### src/rtl/noc_pkg.sv
// Shared NoC router definitions: flit/port codes, controller states and XY routing.
package noc_pkg;

  localparam int unsigned FLIT_TYPE_WIDTH = 2;
  localparam int unsigned PORT_WIDTH      = 3;
  localparam int unsigned COORD_WIDTH     = 2;
  localparam int unsigned STATE_WIDTH     = 2;

  typedef enum logic [FLIT_TYPE_WIDTH-1:0] {
    FLIT_BODY      = 2'b00,
    FLIT_HEAD      = 2'b01,
    FLIT_TAIL      = 2'b10,
    FLIT_HEAD_TAIL = 2'b11
  } flitType_t;

  typedef enum logic [PORT_WIDTH-1:0] {
    PORT_LOCAL = 3'd0,
    PORT_NORTH = 3'd1,
    PORT_EAST  = 3'd2,
    PORT_SOUTH = 3'd3,
    PORT_WEST  = 3'd4
  } port_t;

  typedef enum logic [STATE_WIDTH-1:0] {
    ST_IDLE    = 2'd0,
    ST_REQUEST = 2'd1,
    ST_FORWARD = 2'd2,
    ST_RELEASE = 2'd3
  } ipcState_t;

  // Destination field carried in the low nibble of a head flit.
  typedef struct packed {
    logic [COORD_WIDTH-1:0] destY;
    logic [COORD_WIDTH-1:0] destX;
  } dest_t;

  function automatic logic isHeadType(input flitType_t t);
    return (t == FLIT_HEAD) || (t == FLIT_HEAD_TAIL);
  endfunction

  function automatic logic isTailType(input flitType_t t);
    return (t == FLIT_TAIL) || (t == FLIT_HEAD_TAIL);
  endfunction

  // Dimension-ordered routing: X is resolved completely before Y.
  function automatic port_t xyRoute(input dest_t dest,
                                    input logic [COORD_WIDTH-1:0] routerX,
                                    input logic [COORD_WIDTH-1:0] routerY);
    if (dest.destX > routerX)      return PORT_EAST;
    else if (dest.destX < routerX) return PORT_WEST;
    else if (dest.destY > routerY) return PORT_SOUTH;
    else if (dest.destY < routerY) return PORT_NORTH;
    else                           return PORT_LOCAL;
  endfunction

endpackage

### src/rtl/input_port_controller_if.sv
// Link, switch-control and crossbar signals of one router input port.
interface input_port_controller_if #(
  parameter int unsigned DATA_WIDTH    = 8,
  parameter int unsigned REQUEST_WIDTH = 3
);
  logic [DATA_WIDTH-1:0]    in_data;
  logic                     in_valid;
  logic                     in_ready;
  logic                     routeReserveRequestValid;
  logic [REQUEST_WIDTH-1:0] routeReserveRequest;
  logic                     routeRelieve;
  logic                     routeReserveStatus;
  logic                     PortReserved;
  logic [DATA_WIDTH-1:0]    out_data;
  logic                     out_valid;
  logic                     out_ready;
  logic                     drop_err;

  // Controller side.
  modport master (
    input  in_data, in_valid, routeReserveStatus, PortReserved, out_ready,
    output in_ready, routeReserveRequestValid, routeReserveRequest, routeRelieve,
           out_data, out_valid, drop_err
  );

  // Upstream link, switch control and crossbar side.
  modport slave (
    output in_data, in_valid, routeReserveStatus, PortReserved, out_ready,
    input  in_ready, routeReserveRequestValid, routeReserveRequest, routeRelieve,
           out_data, out_valid, drop_err
  );
endinterface

### src/rtl/flit_fifo.sv
// Circular flit buffer; depth must be a power of two so the pointers wrap naturally.
module flit_fifo #(
  parameter int unsigned DATA_WIDTH = 8,
  parameter int unsigned FIFO_DEPTH = 4
) (
  input  logic                            clk,
  input  logic                            rst,
  input  logic                            push,
  input  logic                            pop,
  input  logic [DATA_WIDTH-1:0]           wrData,
  output logic [DATA_WIDTH-1:0]           rdData,
  output logic                            full,
  output logic                            empty,
  output logic [$clog2(FIFO_DEPTH):0]     count
);
  localparam int unsigned PTR_WIDTH = $clog2(FIFO_DEPTH);
  localparam int unsigned CNT_WIDTH = PTR_WIDTH + 1;

  logic [DATA_WIDTH-1:0] mem [FIFO_DEPTH];
  logic [PTR_WIDTH-1:0]  wrPtr;
  logic [PTR_WIDTH-1:0]  rdPtr;
  logic [CNT_WIDTH-1:0]  cnt;
  logic                  doPush;
  logic                  doPop;

  assign full   = (cnt == CNT_WIDTH'(FIFO_DEPTH));
  assign empty  = (cnt == '0);
  assign doPush = push && !full;
  assign doPop  = pop && !empty;
  assign rdData = mem[rdPtr];
  assign count  = cnt;

  // Storage carries no reset; validity is tracked by the count alone.
  always_ff @(posedge clk) begin
    if (doPush) mem[wrPtr] <= wrData;
  end

  always_ff @(posedge clk) begin
    if (!rst) begin
      wrPtr <= '0;
      rdPtr <= '0;
      cnt   <= '0;
    end else begin
      if (doPush) wrPtr <= wrPtr + PTR_WIDTH'(1);
      if (doPop)  rdPtr <= rdPtr + PTR_WIDTH'(1);
      if (doPush && !doPop)      cnt <= cnt + CNT_WIDTH'(1);
      else if (doPop && !doPush) cnt <= cnt - CNT_WIDTH'(1);
    end
  end

endmodule

### src/rtl/input_port_controller.sv
// Router input port: buffers flits, XY-routes each head flit, reserves a crossbar
// path from switch control, streams the packet and relieves the path after the tail.
module input_port_controller
  import noc_pkg::*;
#(
  parameter int unsigned DATA_WIDTH    = 8,
  parameter int unsigned FIFO_DEPTH    = 4,
  parameter int unsigned REQUEST_WIDTH = 3,
  parameter int unsigned ROUTER_X      = 0,
  parameter int unsigned ROUTER_Y      = 0
) (
  input logic                      clk,
  input logic                      rst,
  input_port_controller_if.master  bus
);

  ipcState_t                  state;
  logic [DATA_WIDTH-1:0]      headFlit;
  logic                       full;
  logic                       empty;
  logic [$clog2(FIFO_DEPTH):0] unusedFifoCount;
  flitType_t                  headType;
  dest_t                      headDest;
  port_t                      routePort;
  logic                       headIsHead;
  logic                       headIsTail;
  logic                       dropFlit;
  logic                       fwdValid;
  logic                       xfer;
  logic                       fifoPush;
  logic                       fifoPop;
  logic                       reqValid;
  logic [REQUEST_WIDTH-1:0]   reqPort;
  logic                       relieve;
  logic                       dropErr;
  logic                       unusedGrant;

  flit_fifo #(
    .DATA_WIDTH (DATA_WIDTH),
    .FIFO_DEPTH (FIFO_DEPTH)
  ) u_fifo (
    .clk    (clk),
    .rst    (rst),
    .push   (fifoPush),
    .pop    (fifoPop),
    .wrData (bus.in_data),
    .rdData (headFlit),
    .full   (full),
    .empty  (empty),
    .count  (unusedFifoCount)
  );

  assign headType   = flitType_t'(headFlit[DATA_WIDTH-1 -: FLIT_TYPE_WIDTH]);
  assign headDest   = dest_t'(headFlit[2*COORD_WIDTH-1:0]);
  assign headIsHead = isHeadType(headType);
  assign headIsTail = isTailType(headType);
  assign routePort  = xyRoute(headDest, COORD_WIDTH'(ROUTER_X), COORD_WIDTH'(ROUTER_Y));

  // Grant pulse is informational; PortReserved alone gates forwarding.
  assign unusedGrant = bus.routeReserveStatus;

  // Stray body/tail flits at a packet boundary are discarded without a request.
  assign dropFlit = (state == ST_IDLE) && !empty && !headIsHead;
  // Forward valid depends only on registered state, never on out_ready.
  assign fwdValid = (state == ST_FORWARD) && !empty;
  assign xfer     = fwdValid && bus.out_ready;
  assign fifoPush = bus.in_valid && !full;
  assign fifoPop  = xfer || dropFlit;

  assign bus.in_ready                 = !full;
  assign bus.out_data                 = headFlit;
  assign bus.out_valid                = fwdValid;
  assign bus.routeReserveRequestValid = reqValid;
  assign bus.routeReserveRequest      = reqPort;
  assign bus.routeRelieve             = relieve;
  assign bus.drop_err                 = dropErr;

  // Controller FSM; the request port is only loaded on leaving IDLE, so it
  // stays frozen through REQUEST, FORWARD and RELEASE.
  always_ff @(posedge clk) begin
    if (!rst) begin
      state    <= ST_IDLE;
      reqValid <= 1'b0;
      reqPort  <= '0;
      relieve  <= 1'b0;
      dropErr  <= 1'b0;
    end else begin
      relieve <= 1'b0;
      dropErr <= 1'b0;
      unique case (state)
        ST_IDLE: begin
          if (!empty) begin
            if (headIsHead) begin
              reqPort  <= REQUEST_WIDTH'(routePort);
              reqValid <= 1'b1;
              state    <= ST_REQUEST;
            end else begin
              dropErr <= 1'b1;
            end
          end
        end
        ST_REQUEST: begin
          if (bus.PortReserved) state <= ST_FORWARD;
        end
        ST_FORWARD: begin
          if (xfer && headIsTail) begin
            reqValid <= 1'b0;
            relieve  <= 1'b1;
            state    <= ST_RELEASE;
          end
        end
        ST_RELEASE: begin
          // One idle cycle follows so switch control can clear its busy flag.
          state <= ST_IDLE;
        end
        default: state <= ST_IDLE;
      endcase
    end
  end

endmodule

### src/flat_wrapper.sv
// flat-port wrapper written by rule: the top's interface ports become plain ports
module input_port_controller_flat import noc_pkg::*;
#(
  parameter int unsigned DATA_WIDTH    = 8,
  parameter int unsigned FIFO_DEPTH    = 4,
  parameter int unsigned REQUEST_WIDTH = 3,
  parameter int unsigned ROUTER_X      = 0,
  parameter int unsigned ROUTER_Y      = 0
)
  (clk, rst, bus_in_data, bus_in_valid, bus_routeReserveStatus, bus_PortReserved, bus_out_ready, bus_in_ready, bus_routeReserveRequestValid, bus_routeReserveRequest, bus_routeRelieve, bus_out_data, bus_out_valid, bus_drop_err);
  input_port_controller_if #(.DATA_WIDTH(DATA_WIDTH), .REQUEST_WIDTH(REQUEST_WIDTH)) bus_i ();
  input logic clk;
  input logic rst;
  input wire logic [$bits(bus_i.in_data)-1:0] bus_in_data;
  input wire logic [$bits(bus_i.in_valid)-1:0] bus_in_valid;
  input wire logic [$bits(bus_i.routeReserveStatus)-1:0] bus_routeReserveStatus;
  input wire logic [$bits(bus_i.PortReserved)-1:0] bus_PortReserved;
  input wire logic [$bits(bus_i.out_ready)-1:0] bus_out_ready;
  output wire logic [$bits(bus_i.in_ready)-1:0] bus_in_ready;
  output wire logic [$bits(bus_i.routeReserveRequestValid)-1:0] bus_routeReserveRequestValid;
  output wire logic [$bits(bus_i.routeReserveRequest)-1:0] bus_routeReserveRequest;
  output wire logic [$bits(bus_i.routeRelieve)-1:0] bus_routeRelieve;
  output wire logic [$bits(bus_i.out_data)-1:0] bus_out_data;
  output wire logic [$bits(bus_i.out_valid)-1:0] bus_out_valid;
  output wire logic [$bits(bus_i.drop_err)-1:0] bus_drop_err;
  assign bus_i.in_data = bus_in_data;
  assign bus_i.in_valid = bus_in_valid;
  assign bus_i.routeReserveStatus = bus_routeReserveStatus;
  assign bus_i.PortReserved = bus_PortReserved;
  assign bus_i.out_ready = bus_out_ready;
  assign bus_in_ready = bus_i.in_ready;
  assign bus_routeReserveRequestValid = bus_i.routeReserveRequestValid;
  assign bus_routeReserveRequest = bus_i.routeReserveRequest;
  assign bus_routeRelieve = bus_i.routeRelieve;
  assign bus_out_data = bus_i.out_data;
  assign bus_out_valid = bus_i.out_valid;
  assign bus_drop_err = bus_i.drop_err;
  input_port_controller #(.DATA_WIDTH(DATA_WIDTH), .FIFO_DEPTH(FIFO_DEPTH), .REQUEST_WIDTH(REQUEST_WIDTH), .ROUTER_X(ROUTER_X), .ROUTER_Y(ROUTER_Y)) u_core (.clk(clk), .rst(rst), .bus(bus_i));
endmodule
### config.mk
export PLATFORM = sky130hd
export DESIGN_NAME = input_port_controller_flat
export DESIGN_NICKNAME = d
export VERILOG_FILES = /design/src/rtl/noc_pkg.sv /design/src/rtl/input_port_controller_if.sv /design/src/rtl/flit_fifo.sv /design/src/rtl/input_port_controller.sv /design/src/flat_wrapper.sv
export SDC_FILE = /design/constraint.sdc
export NUM_CORES = 1
export LEC_CHECK = 0
export ABC_CLOCK_PERIOD_IN_PS = 3300
export CELL_PAD_IN_SITES_DETAIL_PLACEMENT = 0
export CELL_PAD_IN_SITES_GLOBAL_PLACEMENT = 1
export CORE_ASPECT_RATIO = 0.8
export CORE_MARGIN = 2
export CORE_UTILIZATION = 44
export DETAILED_ROUTE_END_ITERATION = 10
export PLACE_DENSITY = 0.8
export REMOVE_ABC_BUFFERS = 1
export SLEW_MARGIN = 10
export SYNTH_ARGS = -nofsm -noshare
export SYNTH_HDL_FRONTEND = slang
export SYNTH_SLANG_ARGS = --single-unit
### constraint.sdc
create_clock -name clk -period 3.3 [get_ports clk]
set_clock_uncertainty 0.2 [all_clocks]
set_input_delay 0.66 -clock clk [delete_from_list [all_inputs] [get_ports clk]]
set_output_delay 0.66 -clock clk [all_outputs]
set_load 0.05 [all_outputs]
==> results of run 1 <==
per-layer routing:
| metal | global-route usage (%) | wire (microns) | vias to the layer above |
|---|---|---|---|
| li1 | - | - | 575 |
| met1 | 18.9 | 1540 | 571 |
| met2 | 22.5 | 1610 | 19 |
| met3 | 4.74 | 122 | 2 |
| met4 | 5.30 | 28 | 0 |
| met5 | 0 | 0 | - |
power by group through the flow:
| stage | clock, mW | combinational, mW | sequential, mW |
|---|---|---|---|
| finish | 0.412 | 0.912 | 0.817 |
| global placement | 0 | 0.897 | 0.825 |
| floorplan | 0 | 0.594 | 0.876 |
| detailed placement | 0 | 0.915 | 0.834 |
| global route | 0.449 | 0.986 | 0.830 |
| CTS | 0.423 | 0.920 | 0.819 |
sequential cells by signal, indices dropped and copies added (netlist names), named ones only:
name,count
u_core.u_fifo.mem,32
u_core.u_fifo.count,3
u_core.bus.drop_err,1
u_core.u_fifo.rdPtr,2
u_core.bus.routeReserveRequest,2
u_core.bus.routeRelieve,1
u_core.state,2
u_core.bus.routeReserveRequestValid,1
u_core.u_fifo.wrPtr,2
layout by cell type, fill, tap and decap left out, drive strengths merged, types with 3 or more instances in the layout:
cell and count:
clkbuf 5, nor2 7, buf 3, mux4 7, clkdlybuf4s50 27, ha 8
and2 5, inv 8, or3 3, edfxtp 32, a21oi 8, nand2 5
or4 3, dfxtp 16, mux2i 7
how the worst min path moves through the flow:
| stage | start | to | slack (ns) | depth (start not counted) |
|---|---|---|---|---|
| global placement | u_core.bus.routeReserveRequest[0] | u_core.bus.routeReserveRequest[0] | 0.24 | 2 |
| CTS | u_core.bus.routeReserveRequest[0] | u_core.bus.routeReserveRequest[0] | 0.27 | 2 |
| floorplan | u_core.u_fifo.rdPtr[1] | register | 0.25 | 2 |
| detailed placement | u_core.bus.routeReserveRequest[0] | u_core.bus.routeReserveRequest[0] | 0.26 | 2 |
| global route | u_core.bus.routeReserveRequest[0] | u_core.bus.routeReserveRequest[0] | 0.28 | 2 |
| finish | u_core.bus.routeReserveRequest[0] | u_core.bus.routeReserveRequest[0] | 0.26 | 2 |
area by class of cell:
| cell class | count | area share (%) |
|---|---|---|
| Sequential cell | 48 | 51.7 |
| Clock buffer | 5 | 2.78 |
| Inverter | 8 | 1.21 |
| Tap cell | 60 | 3.03 |
| Clock inverter | 3 | 1.72 |
| Multi-Input combinational cell | 77 | 27.7 |
| Timing Repair Buffer | 30 | 11.8 |
synth_stat cells, types with 2 or more instances:
cell / count
a21oi_1: 8
o21ai_0: 2
mux2i_1: 7
mux4_1: 5
or4_1: 3
mux4_2: 2
or3_1: 3
nor2_1: 7
dfxtp_1: 16
nand2_1: 5
ha_1: 8
xor2_1: 2
nand3b_1: 2
nor3_1: 2
and2_1: 5
edfxtp_1: 32
o31ai_1: 2
inv_1: 8
critical path, delay by kind of cell (launching register included):
| kind | cells | cell delay, ns |
|---|---|---|
| buffers and inverters | 2 | 0.95 |
| multiplexers | 1 | 0.60 |
| flip-flops | 1 | 0.48 |
kinds of logic after synthesis:
| kind of cell | share of synthesized area (%) |
|---|---|
| buf+inv | 2.84 |
| other cells | 0.185 |
| fa+ha+maj | 5.93 |
| compound gates | 5.50 |
| flops | 63.2 |
| mux | 12.2 |
| simple gates | 8.83 |
| xor+xnor | 1.30 |
==> reports/results.txt, run 1 <==
CTS clk-pin slew, worst paths - 0.09 ns
TritonCTS clock tree - yes
R2r worst-path depth - 9
Hold/Removal Path Class - register to register
Max-slew violations - 0
Post-synthesis register bit count - 48
Final setup violation count - 0
Post-Place Cells - 223
First-pass GRT wire length - 5.38 mm
Internal cell power - 1.34 mW
Postcts setup bufs - 0
Nets - 193
Max H-tree Level - 2
Cells after Synth - 137
Buffer depth of the longest clock path - 2
Final cell count without fillers - 231
Per-cell routed wire length - 14.3 microns
Die area - 5170 sq um
Static Leakage - 0.882 nW
Critical Path, Cell by Cell - buf_4, mux4_1, clkdlybuf4s50_1
Routed Wire Length - 3.30 mm
Post-synth EDFFs - 32
Min setup slack post-route - 0.123 ns
Yosys warns - 0
Reg2Reg Setup Slack - 0.50 ns
Core footprint - 4510 sq um
Max-slew headroom - 66.4%
Final Hold Vio Count - 0
Area of the multi-input gates - 687 sq um
Ys async rst share - 0%
Final period util - 96.3%
Clk_lat worst skew - 0.29 ns
IO Pins - 30
Clk pwr share - 19.2%
CTS Sinks - 48
Comb power frac - 42.6%
CP Capture Type - output pin
FF+latch area - 1280 sq um
Ranking of synthesized cells by area - edfxtp_1 47%, dfxtp_1 16%, mux4_1 6.5%, ha_1 4.9%, mux2i_1 3.5%
Initial DRT Pass Iterations - 4
Vias in the first global route - 1131
# hold bufs at CTS - 0
Core Util, Final - 54.9%
RD Place Congestion - 0.707
Largest net degree at the start of global routing - 16
Max-cap viol count - 0
Number of vias per cell - 5.05
Buffers added on ports - 27
Antenna violations before repair - 0
Sequential element share of the synthesized area - 63.2%
RSZ-0062 raised after global routing - no
FMAX - 315 MHz
Synth area leader - edfxtp_1
R2R Path End - u_core.u_fifo.count[2]
Period minus WS final - 3.18 ns
Outcome - finished clean
Dpl cell area - 2370 sq um
CP max stage delay - 0.73 ns
Vias - 1167
Req. time, crit path - 2.44 ns
Fillers - 365
Initial Util - 44.9%
Routed Antenna Nets - 0
Setup TNS - 0 ns
Gr usage total - 14.4%
Power Dens Cells - 864 nW/um^2
Die Wd - 79.9 microns
Slowest-stage cell, CP - clkdlybuf4s50_1
Prevailing post-synth register cell - edfxtp_1
Root Driver - clkbuf_8
Layout cells sized above 1 - 9.36%
Share of the synthesized area in the top cell type - 47.4%
Detailed placement HPWL - 2.43 mm
Critical setup path kind - register to output pin
Setup Slack @ Placement - 0.328 ns
Critical path arrival - 2.32 ns
Number of remaining DRC errors - 0
Measured slew at the worst slew-check pin - 0.502 ns
Area Growth Syn to Fin - 22.3%
Crit start category - register
Register share of total power - 38.2%
Overall power - 2.14 mW
CP endpoint - bus_out_data[3]
Ant. Diodes - 0
Post-route cell area - 2480 sq um
Sw frac - 37.2%
Post-synthesis cell area - 2030 sq um
Initial drt markers - 114
CTS buffer count - 5
Mean Syn Cell Area - 14.8 sq um
Post-CTS resize count - 0
Die height - 64.7 microns
NetSw - 796 uW
Synth cell types - 36
Gr ovfl total - 0
Max IR drop VDD - 0.000340 V
# rows - 22
Crit-path max FO - 6
Hold WS - 0.265 ns
No activity file was read; power rests on OpenSTA's default activity.
==> run 2, diff against run 1 <==
Settings changed: CAP_MARGIN set to 20.
==> results of run 2 <==
Same layout as run 1: the final DEF is identical, and so are final timing and power.
